**config.mk**
```make
export PLATFORM = sky130hd
export DESIGN_NAME = tff_mod_counter
export DESIGN_NICKNAME = d
export VERILOG_FILES = /design/src/rtl/tff_counter_pkg.sv /design/src/rtl/tff_cell.sv /design/src/rtl/tff_mod_counter.sv
export SDC_FILE = /design/constraint.sdc
export NUM_CORES = 1
export LEC_CHECK = 0
export BUFFER_PORTS_ARGS = -buffer_cell sky130_fd_sc_hd__buf_2
export CAP_MARGIN = 0
export CORE_AREA = 5 5 42 44
export CTS_CLUSTER_DIAMETER = 100
export CTS_CLUSTER_SIZE = 20
export DETAILED_ROUTE_END_ITERATION = 10
export DIE_AREA = 0 0 47 49
export HOLD_SLACK_MARGIN = 0.06
export PLACE_DENSITY = 0.74
export SLEW_MARGIN = 15
export SYNTH_ARGS = -nofsm -noshare
export SYNTH_HDL_FRONTEND = slang
export SYNTH_SLANG_ARGS = --single-unit
```
**constraint.sdc**
```tcl
create_clock -name CLK -period 2.6 [get_ports CLK]
set_input_delay 0.26 -clock CLK [delete_from_list [all_inputs] [get_ports CLK]]
set_output_delay 0.26 -clock CLK [all_outputs]
set_load 0.02 [all_outputs]
```
**src/rtl/tff_counter_pkg.sv**
```systemverilog
// Shared types and next-state helper for the T-flop modulo counter.
// The helper works on 32-bit values; callers truncate to their own WIDTH.
package tff_counter_pkg;

  typedef enum logic [2:0] {
    OP_HOLD,
    OP_CLEAR,
    OP_LOAD,
    OP_UP,
    OP_DOWN
  } op_t;

  function automatic logic [31:0] next_count(
    input int unsigned modulus,
    input logic [31:0] cur,
    input op_t         op,
    input logic [31:0] load_val
  );
    logic [31:0] last;
    last = modulus - 32'd1;
    case (op)
      OP_CLEAR: next_count = '0;
      // Out-of-range loads clamp so the count never leaves 0..MODULUS-1.
      OP_LOAD:  next_count = (load_val < modulus) ? load_val : last;
      OP_UP:    next_count = (cur == last) ? '0 : cur + 32'd1;
      OP_DOWN:  next_count = (cur == '0) ? last : cur - 32'd1;
      default:  next_count = cur;
    endcase
  endfunction

endpackage

```
**src/rtl/tff_cell.sv**
```systemverilog
// Single T flip-flop bit cell with asynchronous active-low reset to Q=0.
module tff_cell (
  input  logic CLK,
  input  logic RST_N,
  input  logic T,
  output logic Q,
  output logic QBAR
);

  logic q_q;

  always_ff @(posedge CLK or negedge RST_N) begin
    if (!RST_N)  q_q <= 1'b0;
    else if (T)  q_q <= ~q_q;
  end

  assign Q    = q_q;
  assign QBAR = ~q_q;

endmodule

```
**src/rtl/tff_mod_counter.sv**
```systemverilog
// Modulo-N up/down counter whose state lives only in T cells, plus a
// wrap-toggled divider output and a combinational terminal-count strobe.
module tff_mod_counter
  import tff_counter_pkg::*;
#(
  parameter int WIDTH   = 4,
  parameter int MODULUS = 10
) (
  input  logic             CLK,
  input  logic             RST_N,
  input  logic             EN,
  input  logic             UP,
  input  logic             SCLR,
  input  logic             LOAD,
  input  logic [WIDTH-1:0] LOAD_VAL,
  output logic [WIDTH-1:0] COUNT,
  output logic             TC,
  output logic             DIV_OUT,
  output logic             DIV_OUTBAR
);

  if (MODULUS < 2 || longint'(MODULUS) > (longint'(1) << WIDTH)) begin : g_bad_modulus
    $error("tff_mod_counter: MODULUS must satisfy 2 <= MODULUS <= 2**WIDTH");
  end

  op_t              op;
  logic [WIDTH-1:0] nxt;
  logic [WIDTH-1:0] t_vec;
  logic [WIDTH-1:0] qbar_unused;

  always_comb begin
    op = OP_HOLD;
    if (SCLR)      op = OP_CLEAR;
    else if (LOAD) op = OP_LOAD;
    else if (EN)   op = UP ? OP_UP : OP_DOWN;
  end

  assign nxt   = WIDTH'(next_count(MODULUS, 32'(COUNT), op, 32'(LOAD_VAL)));
  // Each cell flips exactly the bits that differ; hold yields all-zero T.
  assign t_vec = COUNT ^ nxt;

  assign TC = EN & ~SCLR & ~LOAD &
              (UP ? (COUNT == WIDTH'(MODULUS - 1)) : (COUNT == '0));

  for (genvar i = 0; i < WIDTH; i++) begin : g_bit
    tff_cell u_cell (
      .CLK  (CLK),
      .RST_N(RST_N),
      .T    (t_vec[i]),
      .Q    (COUNT[i]),
      .QBAR (qbar_unused[i])
    );
  end

  tff_cell u_div (
    .CLK  (CLK),
    .RST_N(RST_N),
    .T    (TC),
    .Q    (DIV_OUT),
    .QBAR (DIV_OUTBAR)
  );

endmodule

```
# ---- Word level (Yosys, flattened, before mapping)
# Cells that the tools add are included.
dict set report op_classes {
  addsub 2
  mul 0
  n_div 0
  magnitude_cmp 1
  n_eq_ne 5
  n_shift 0
  muxes 9
  n_bitwise 11
  n_reduce_logical 1
}
# operator count
set op_table {}
lappend op_table {{case mux 4 bit (4 select lines)} 1}
lappend op_table {{2-to-1 mux 3 bit} 4}
lappend op_table {{2-to-1 mux 4 bit} 3}
lappend op_table {{NOT 1 bit} 7}
lappend op_table {{== test 3 x 2 -> 1 bit, second input constant} 2}
lappend op_table {{adder 4 x 1 -> 4 bit, second input constant} 1}
lappend op_table {{== test 4 bit, second input constant} 1}
lappend op_table {{logical NOT 4 bit} 1}
lappend op_table {{less-than comparator 4 bit, second input constant} 1}
lappend op_table {{subtractor 4 x 1 -> 4 bit, second input constant} 1}
lappend op_table {{bitwise XOR 4 bit} 1}
lappend op_table {{bitwise AND 1 bit} 3}
lappend op_table {{== test 3 x 1 -> 1 bit, second input constant} 1}
lappend op_table {{== test 3 bit, second input constant} 1}
lappend op_table {{2-to-1 mux 1 bit} 1}
dict set report totals {
  ff_bits 5
  latch_bits 0
  ram_bits 0
  romBits 0
  inputBits 10
  word_cells 34
  mem_count 0
}

# ---- Depth between registers and ports, before layout
# Gate-level depths: netlist (run 1).
dict set report logic_depth {
  word_depth 7
  mapped_depth 7
  ltp_nobuf 7
}

# ---- By module
# Synthesis (run 1) repeated with hierarchy kept, for this count alone.
dict set report hier_totals {
  cells_unflattened 58
  area_unflattened_um2 490.5
}
# module n_inst cells_per_inst area_per_inst_um2 seq_area_each_um2
set modules_own_cells {}
lappend modules_own_cells {tff_mod_counter 1 43 302.8 0.0}
lappend modules_own_cells {tff_cell 5 3 37.5 25.0}

# ---- Least setup slack after synthesis (run 1)
# OpenSTA, ideal clock, no wires.
dict set report synth_path {
  path_type {register to register}
  startpoint {register g_bit[0].u_cell.q_q}
  endpoint {register g_bit[3].u_cell.q_q}
  setup_time_ns 0.065
  arrival_ns 1.609
  t_required_ns 2.535
  slack_ns 0.926
  path_stages_with_launch 8
  synth_period_minus_slack_ns 1.674
  path_cell_list {dfrtp_1 > inv_1 > ha_1 > o21bai_1 > a21oi_1 > a311o_1 > a221oi_2 > o21a_1}
}
dict set report synth_via {
  elab_chain_cells 4
}
# item line_no
set synth_lines {}
lappend synth_lines {{start: declaration} tff_cell.sv:10} ;# logic q_q;
lappend synth_lines {{start signal: assignment} tff_cell.sv:14} ;# else if (T) q_q <= ~q_q;
lappend synth_lines {{subtractor 4 x 1 -> 4 bit, or another cell as far along} tff_counter_pkg.sv:26} ;# OP_DOWN: next_count = (cur == '0) ? last : cur - 32'd1;
lappend synth_lines {{2-to-1 mux 4 bit, on equally long branches} {tff_counter_pkg.sv:26, tff_counter_pkg.sv:25}}
lappend synth_lines {{case mux 4 bit (4 select lines) (*)} tff_counter_pkg.sv:21} ;# case (op)
lappend synth_lines {{bitwise XOR 4 bit (*)} tff_mod_counter.sv:40} ;# assign t_vec = COUNT ^ nxt;
lappend synth_lines {{end signal: assignment} tff_cell.sv:14}
lappend synth_lines {{end: declaration} tff_cell.sv:10}
# Mark *: on every way between the ends. The rest lies on a longest branch, timed or not.
# A chain may end at the register's enable or synchronous reset.

# ---- Worst setup path in the final report (run 1)
dict set report layout_path {
  startpoint {register g_bit[0].u_cell.q_q}
  endpoint {output TC}
}
dict set report layout_via {
  elab_chain_cells 3
}
# item line_no
set layout_lines {}
lappend layout_lines {{== test 4 bit or logical NOT 4 bit (tied branches)} tff_mod_counter.sv:43} ;# (UP ? (COUNT == WIDTH'(MODULUS - 1)) : (COUNT == '0));
lappend layout_lines {{2-to-1 mux 1 bit (*)} tff_mod_counter.sv:43}
lappend layout_lines {{bitwise AND 1 bit (*)} tff_mod_counter.sv:42} ;# assign TC = EN & ~SCLR & ~LOAD &
lappend layout_lines {{end: declaration} tff_mod_counter.sv:17} ;# output logic TC,
# Marks and branches as above.

==> run summary, run 1 <==
## Status
* **status** complete, no violations

## Finish
* **area taken by multi-input logic gates** 317 sq um
* **final core occ** 0.434
* **storage element area** 125 sq um
* **final net count** 95
* **final non-filler cell area** 608 sq um
* **filler cell count** 159
* **antenna diode instance count** 0
* **ratio of cells with drive above 1 in the final layout** 0.272
* **area added between synthesis and finish** 17.4%

## Setup path
* **Worst Setup End Kind** output port
* **cells traversed along the worst timing path** inv_1 > ha_1 > or2b_1 > o21ai_0 > and3_1 > buf_2
* **arrival time of the worst setup path** 1830 ps
* **slowest stage cell on the critical path** dfrtp_1
* **Max stage delay on crit path** 470 ps
* **Critical Path RT** 2340 ps
* **critical path peak fanout** 10
* **launching element type of the critical path** flop
* **worst setup path class** reg -> out

## Clock tree
* **Sink Count** 5
* **number of H-tree levels** 1
* **TritonCTS Buffers** 3
* **post_cts resized** 0
* **Root Driver** clkbuf_4
* **clock-pin slew reported for the worst setup and hold paths after clock tree synthesis** 50 ps
* **clock latency at the later pin of the worst-skew pair** 250 ps
* **clock tree from TritonCTS** yes
* **Post-CTS Setup Repair Bufs** 0
* **Hold Buf Count CTS** 1
* **maximum clock insertion buffer count** 2

## Timing
* **final hold viol count** 0
* **Max-Slew Margin vs Limit** 0.706
* **Achievable Freq** 478 MHz
* **Tightest Pin Transition** 441 ps
* **final sum of negative setup slack** 0 ps
* **Finish-stage setup viols** 0
* **setup repair after global routing missed its margin** no
* **final critical-path share of the clock period** 0.805
* **Final Skew** 5.50 ps
* **max-slew violations** 0
* **Period minus WS final** 2090 ps

## Worst hold path
* **kind of path behind the tightest hold check** in -> async

## Yosys
* **top cells by area, synth** dfrtp_1 (24%), buf_4 (7.2%), ha_1 (7.2%)
* **register bit count reported by yosys** 5
* **fraction of the yosys area taken by sequential cells** 0.242
* **number of distinct library cell variants in the gate-level netlist after synthesis** 31
* **cell accounting for the most synthesized area** dfrtp_1
* **share of Yosys cell area claimed by the top area cell type** 0.242
* **synthesized instance count** 67
* **mean instance size in the synthesized netlist** 7.73 sq um
* **Synth Net Count** 80
* **number of warnings printed during yosys synthesis** 0
* **Syn Std Cell Area** 518 sq um

## Floorplanning
* **row count** 14
* **Die Ht** 49 um
* **die width** 47 um
* **area of the core** 1400 sq um
* **Starting Density** 0.370
* **IO Pins** 17
* **Total Die Area** 2300 sq um

## Power
* **portion of total power attributed to the clock network** 0.301
* **internal power** 0.196 mW
* **sequential share of power** 0.324
* **worst vdd rail ir drop** 0.000167 V
* **net load switching power** 0.124 mW
* **switching share of total power** 0.386
* **leakage power total** 0.295 nW
* **Power per Cell Area** 526 nW/um^2
* **combinational cell fraction of total power** 0.374

## Place
* **placement-stage cell area** 572 sq um
* **final weighted congestion in routability-driven placement** 0.825
* **HPWL after detailed placement** 999 um
* **number of input and output port buffers inserted** 16

## Routing
* **antenna violation net count after detailed routing** 0
* **number of iterations in the first detailed-routing pass** 5
* **Vias per Instance** 5.58
* **routed via count** 541
* **# DRC** 0
* **post-detailed-routing wire length** 1.24 mm
* **average detailed-routed wire length per instance** 12.7 um
* **DRC violation total after the first TritonRoute iteration** 17

## Global route
* **maximum number of pins on one net before global-route repair** 11
* **GRT Total Usage** 0.115
* **grt ovf** 0
* **initial antenna violation count** 0
* **vias in the first global route** 484
* **global-route wire length before repair** 2.00 mm

## Job
* **number of max-capacitance violations reported** 0

-- flip-flops by register name, summed over array words and instances, names as in the netlist --
| signal | cells |
|---|---|
| u_div.Q | 1 |
| g_bit.u_cell.Q | 4 |
-- cells in the mapped netlist (all sizes together) --
| master | instances |
|---|---|
| inv | 8 |
| buf | 5 |
| dfrtp | 5 |
| nand2 | 5 |
| o21ai | 5 |
| nor2 | 4 |
| and3 | 3 |
| ha | 3 |
| o211ai | 3 |
| a31oi | 2 |
| a41oi | 2 |
| clkbuf | 2 |
| nand3 | 2 |
| nor3 | 2 |
| o21a | 2 |
| a21oi | 1 |
| a221oi | 1 |
| a311o | 1 |
| a32oi | 1 |
| mux2 | 1 |
| nand3b | 1 |
| nand4 | 1 |
| nor2b | 1 |
| nor3b | 1 |
| o21bai | 1 |
| o22ai | 1 |
| or2b | 1 |
| or3 | 1 |
| xnor2 | 1 |
-- worst max-delay path: cells and delay by family, from the launching register on --
family                     cells  cell delay (ps)
DFF                            1              470
buffers and inverters          2              280
AOI/OAI and AO/OA              1              130
adders and majority gates      1              210
and+or+nand+nor                2              470
-- power groups by stage --
stage / clock [mW] / combinational, mW / sequential (mW)
2_1_floorplan: 0 / 0.0795 / 0.110
3_3_place_gp: 0 / 0.118 / 0.105
3_5_place_dp: 0 / 0.119 / 0.105
4_1_cts: 0.0957 / 0.120 / 0.104
5_1_grt: 0.101 / 0.133 / 0.106
6_report: 0.0964 / 0.120 / 0.104
-- path summary, 6_finish.rpt --
kind	startpoint	end	slack (ps)	cells after the start
min	RST_N	u_div.Q	350	2
max in group asynchronous	RST_N	g_bit[2].u_cell.Q	2120	2
max reg2reg	g_bit[0].u_cell.Q	g_bit[3].u_cell.Q	750	7
max	g_bit[0].u_cell.Q	TC	510	6
min reg2reg	u_div.Q	u_div.Q	550	2
min in group CLK	LOAD_VAL[2]	g_bit[2].u_cell.Q	350	3
-- layer usage --
layer | track usage | vias to the layer above | part of all wire
met5 | 0 | - | 0
met4 | 0.0783 | 0 | 0.014
met3 | 0.00738 | 2 | 0.097
met2 | 0.163 | 28 | 0.46
met1 | 0.159 | 246 | 0.43
li1 | - | 265 | -
-- cell type report --
class | instances | area share
Clock buffer | 4 | 0.0432
Inverter | 8 | 0.0494
Multi-Input combinational cell | 47 | 0.521
Sequential cell | 5 | 0.206
Tap cell | 16 | 0.0329
Timing Repair Buffer | 17 | 0.148
-- placed cells by master (no fill, tap or decap), types with 2 or more instances in the layout --
master and instances:
buf_2 16, o211ai_1 3, inv_1 7, nand3_1 2, nor3_1 2, dfrtp_1 5
a31oi_1 2, ha_1 3, nand2_1 5, clkbuf_4 3, and3_1 3, o21a_1 2
a41oi_1 2, nor2_1 4, o21ai_0 5
-- kinds of logic (layout without fill, tap and decap cells) --
group           after synthesis  in the layout  share of synthesized area
simple gates                 22             22                      0.220
compound gates               20             20                      0.280
buf+inv                      15             29                      0.147
flops                         5              5                      0.242
fa+ha+maj                     3              3                     0.0725
xor+xnor                      1              1                     0.0169
mux                           1              1                     0.0217
-- stage by stage --
| step | power, mW | std cells | setup slack (ps) | hold slack [ps] |
|---|---|---|---|---|
| 6_report | 0.320 | 97 | 508 | 346 |
| 5_1_grt | 0.340 | 97 | 299 | 368 |
| 3_3_place_gp | 0.222 | 92 | 788 | 79.7 |
| 2_1_floorplan | 0.190 | 67 | 926 | -35.6 |
| 3_5_place_dp | 0.224 | 92 | 765 | 84.1 |
| 4_1_cts | 0.320 | 97 | 494 | 355 |
(Power assumes the default switching activity.)
==> run 2: changes to the inputs <==
--- a/config.mk
+++ b/config.mk
@@ -13,7 +13,7 @@
 export DETAILED_ROUTE_END_ITERATION = 10
 export DIE_AREA = 0 0 47 49
 export HOLD_SLACK_MARGIN = 0.06
-export PLACE_DENSITY = 0.74
+export PLACE_DENSITY = 0.76
 export SLEW_MARGIN = 15
 export SYNTH_ARGS = -nofsm -noshare
 export SYNTH_HDL_FRONTEND = slang
==> constraint.sdc (replaced) <==
create_clock -name CLK -period 1.9 [get_ports CLK]
set_input_delay 0.19 -clock CLK [delete_from_list [all_inputs] [get_ports CLK]]
set_output_delay 0.19 -clock CLK [all_outputs]
set_load 0.02 [all_outputs]
==> run 2 against run 1 <==
  * Sequential power rose by 31%
  * Count of clock-buffer cells in the layout did not move
  * Global-route usage rose by 0.64 points
  * Critical path type unchanged
  * Critical endpoint unchanged
  * Largest power group unchanged
  * Highest routed layer unchanged
==> run summary, run 2 (same netlist as run 1, synthesis figures left out) <==
## Timing
* **Period minus WS final** 1790 ps
* **final critical-path share of the clock period** 0.943
* **max-slew violations** 0, unchanged
* **Final Skew** 5.62 ps, +0.120 ps
* **Max-Slew Margin vs Limit** 0.739, +0.0337
* **setup repair after global routing missed its margin** no
* **final hold viol count** 0, unchanged
* **Tightest Pin Transition** 390 ps, -50.5 ps
* **worst hold slack after final layout** 279 ps, -67.2 ps
* **Finish-stage setup viols** 0, unchanged
* **Achievable Freq** 558 MHz
* **final sum of negative setup slack** 0 ps, unchanged

## Finish
* **final non-filler cell area** 638 sq um, +4.9%
* **final core occ** 0.455, +0.0214
* **ratio of cells with drive above 1 in the final layout** 0.325, +0.0537
* **commonest non-fill, non-tap cells in the layout** buf_2 (15), inv_1 (5), nand2_1 (5), dfrtp_1 (5)
* **antenna diode instance count** 0, unchanged
* **flip-flop count of the largest register after layout** 4, unchanged
* **area added between synthesis and finish** 23.2%
* **final net count** 97, +2.1%
* **most common library cell in the layout ignoring fill and taps** buf_2

## Routing
* **# DRC** 0, unchanged
* **antenna violation net count after detailed routing** 0, unchanged
* **post-detailed-routing wire length** 1.28 mm, +3.6%
* **average detailed-routed wire length per instance** 12.9 um, +1.5%
* **number of iterations in the first detailed-routing pass** 4, -1
* **DRC violation total after the first TritonRoute iteration** 7, -10
* **Vias per Instance** 5.69, +2.0%
* **routed via count** 563, +4.1%

## Clock tree
* **clock-pin slew reported for the worst setup and hold paths after clock tree synthesis** 40 ps, about the same
* **clock latency at the later pin of the worst-skew pair** 260 ps, about the same
* **TritonCTS Buffers** 3, unchanged
* **clock tree from TritonCTS** yes
* **Root Driver** clkbuf_4
* **maximum clock insertion buffer count** 2, unchanged
* **Sink Count** 5, unchanged
* **number of H-tree levels** 1, unchanged

## Floorplanning
* **Total Die Area** 2300 sq um, unchanged
* **IO Pins** 17, unchanged
* **Die Ht** 49 um, unchanged
* **row count** 14, unchanged
* **area of the core** 1400 sq um, unchanged
* **die width** 47 um, unchanged
* **Starting Density** 0.370, unchanged

## Setup path
* **launching element type of the critical path** flop
* **critical path peak fanout** 5, -5
* **worst setup path class** reg -> out
* **slowest stage cell on the critical path** dfrtp_1
* **Critical Path RT** 1710 ps, -630 ps
* **arrival time of the worst setup path** 1600 ps, -230 ps
* **cells traversed along the worst timing path** inv_2 > ha_4 > or2b_1 > o21ai_1 > and3_1 > buf_4
* **Worst Setup End Kind** output port
* **Max stage delay on crit path** 380 ps, -90 ps

## Global route
* **global-route wire length before repair** 2.04 mm, +2.0%
* **grt ovf** 0, unchanged
* **maximum number of pins on one net before global-route repair** 11, unchanged
* **initial antenna violation count** 0, unchanged
* **GRT Total Usage** 0.121, +0.00643
* **vias in the first global route** 492, +1.7%

## Worst hold path
* **kind of path behind the tightest hold check** in -> reg

## Place
* **number of input and output port buffers inserted** 16, unchanged
* **HPWL after detailed placement** 993 um, -0.61%
* **placement-stage cell area** 587 sq um, +2.6%
* **final weighted congestion in routability-driven placement** 0.832, +0.91%

## Status
* **status** complete, no violations

## Power
* **Power per Cell Area** 708 nW/um^2, +35%
* **worst vdd rail ir drop** 0.000343 V, +110%
* **leakage power total** 0.305 nW, +3.4%

## Job
* **number of max-capacitance violations reported** 0, unchanged

==> run 2: metrics by stage <==
stage / power, mW / cells / worst slack [ps]
4_1_cts: 0.452 / 99 / 15.3
3_5_place_dp: 0.313 / 94 / 244
6_report: 0.452 / 99 / 109
5_1_grt: 0.486 / 99 / 16.7
3_3_place_gp: 0.311 / 94 / 269
2_1_floorplan: 0.260 / 67 / 226
==> run 2: final cells by class <==
class                   instances  area, sq um
clock buffers                   4         26.3
fillers                       148          763
inverters                       8         30.0
multi-input cells              47          329
flip-flops and latches          5          125
well taps                      16         20.0
repair buffers                 19          108
==> run 2: final timing paths <==
kind                                    from           endpoint  slack (ps)  cells after the start
setup reg to reg           g_bit[0].u_cell.Q  g_bit[3].u_cell.Q         310                      7
min in group asynchronous              RST_N  g_bit[3].u_cell.Q         290                      2
setup / recovery           g_bit[0].u_cell.Q                 TC         110                      6
hold / removal                   LOAD_VAL[2]  g_bit[2].u_cell.Q         280                      3
hold reg to reg                      u_div.Q            u_div.Q         550                      2
max in group asynchronous              RST_N  g_bit[2].u_cell.Q        1470                      2
==> run 2: report_power, final <==
| group | internal, mW | total (mW) | switching (mW) |
|---|---|---|---|
| clock | 0.0799 | 0.132 | 0.0520 |
| sequential | 0.123 | 0.136 | 0.0123 |
| combinational | 0.0748 | 0.184 | 0.109 |
| total | 0.278 | 0.452 | 0.174 |
==> run 2: repair_timing <==
action | in CTS | in global routing
endpoints found under the setup margin | 1 | 1
pin swaps | 0 | 1
hold buffers | 1 | 0
buffers inserted | 0 | 0
hold endpoints to repair | 5 | 0
resized for setup | 1 | 5
==> run 2: critical path, delay by kind of cell, from the launching register on <==
kind / cells / cell delay [ps]
DFF: 1 / 380
buffers and inverters: 2 / 230
adders and majority gates: 1 / 150
and+or+nand+nor: 2 / 460
AOI/OAI and AO/OA: 1 / 120
==> run 2: metal layers <==
metal | up-vias | part of all wire | wire, um | track usage
met5 | - | 0 | 0 | 0
met4 | 0 | 0.013 | 17 | 0.0691
li1 | 269 | - | - | -
met1 | 268 | 0.44 | 566 | 0.159
met2 | 23 | 0.46 | 588 | 0.161
met3 | 3 | 0.084 | 108 | 0.0517
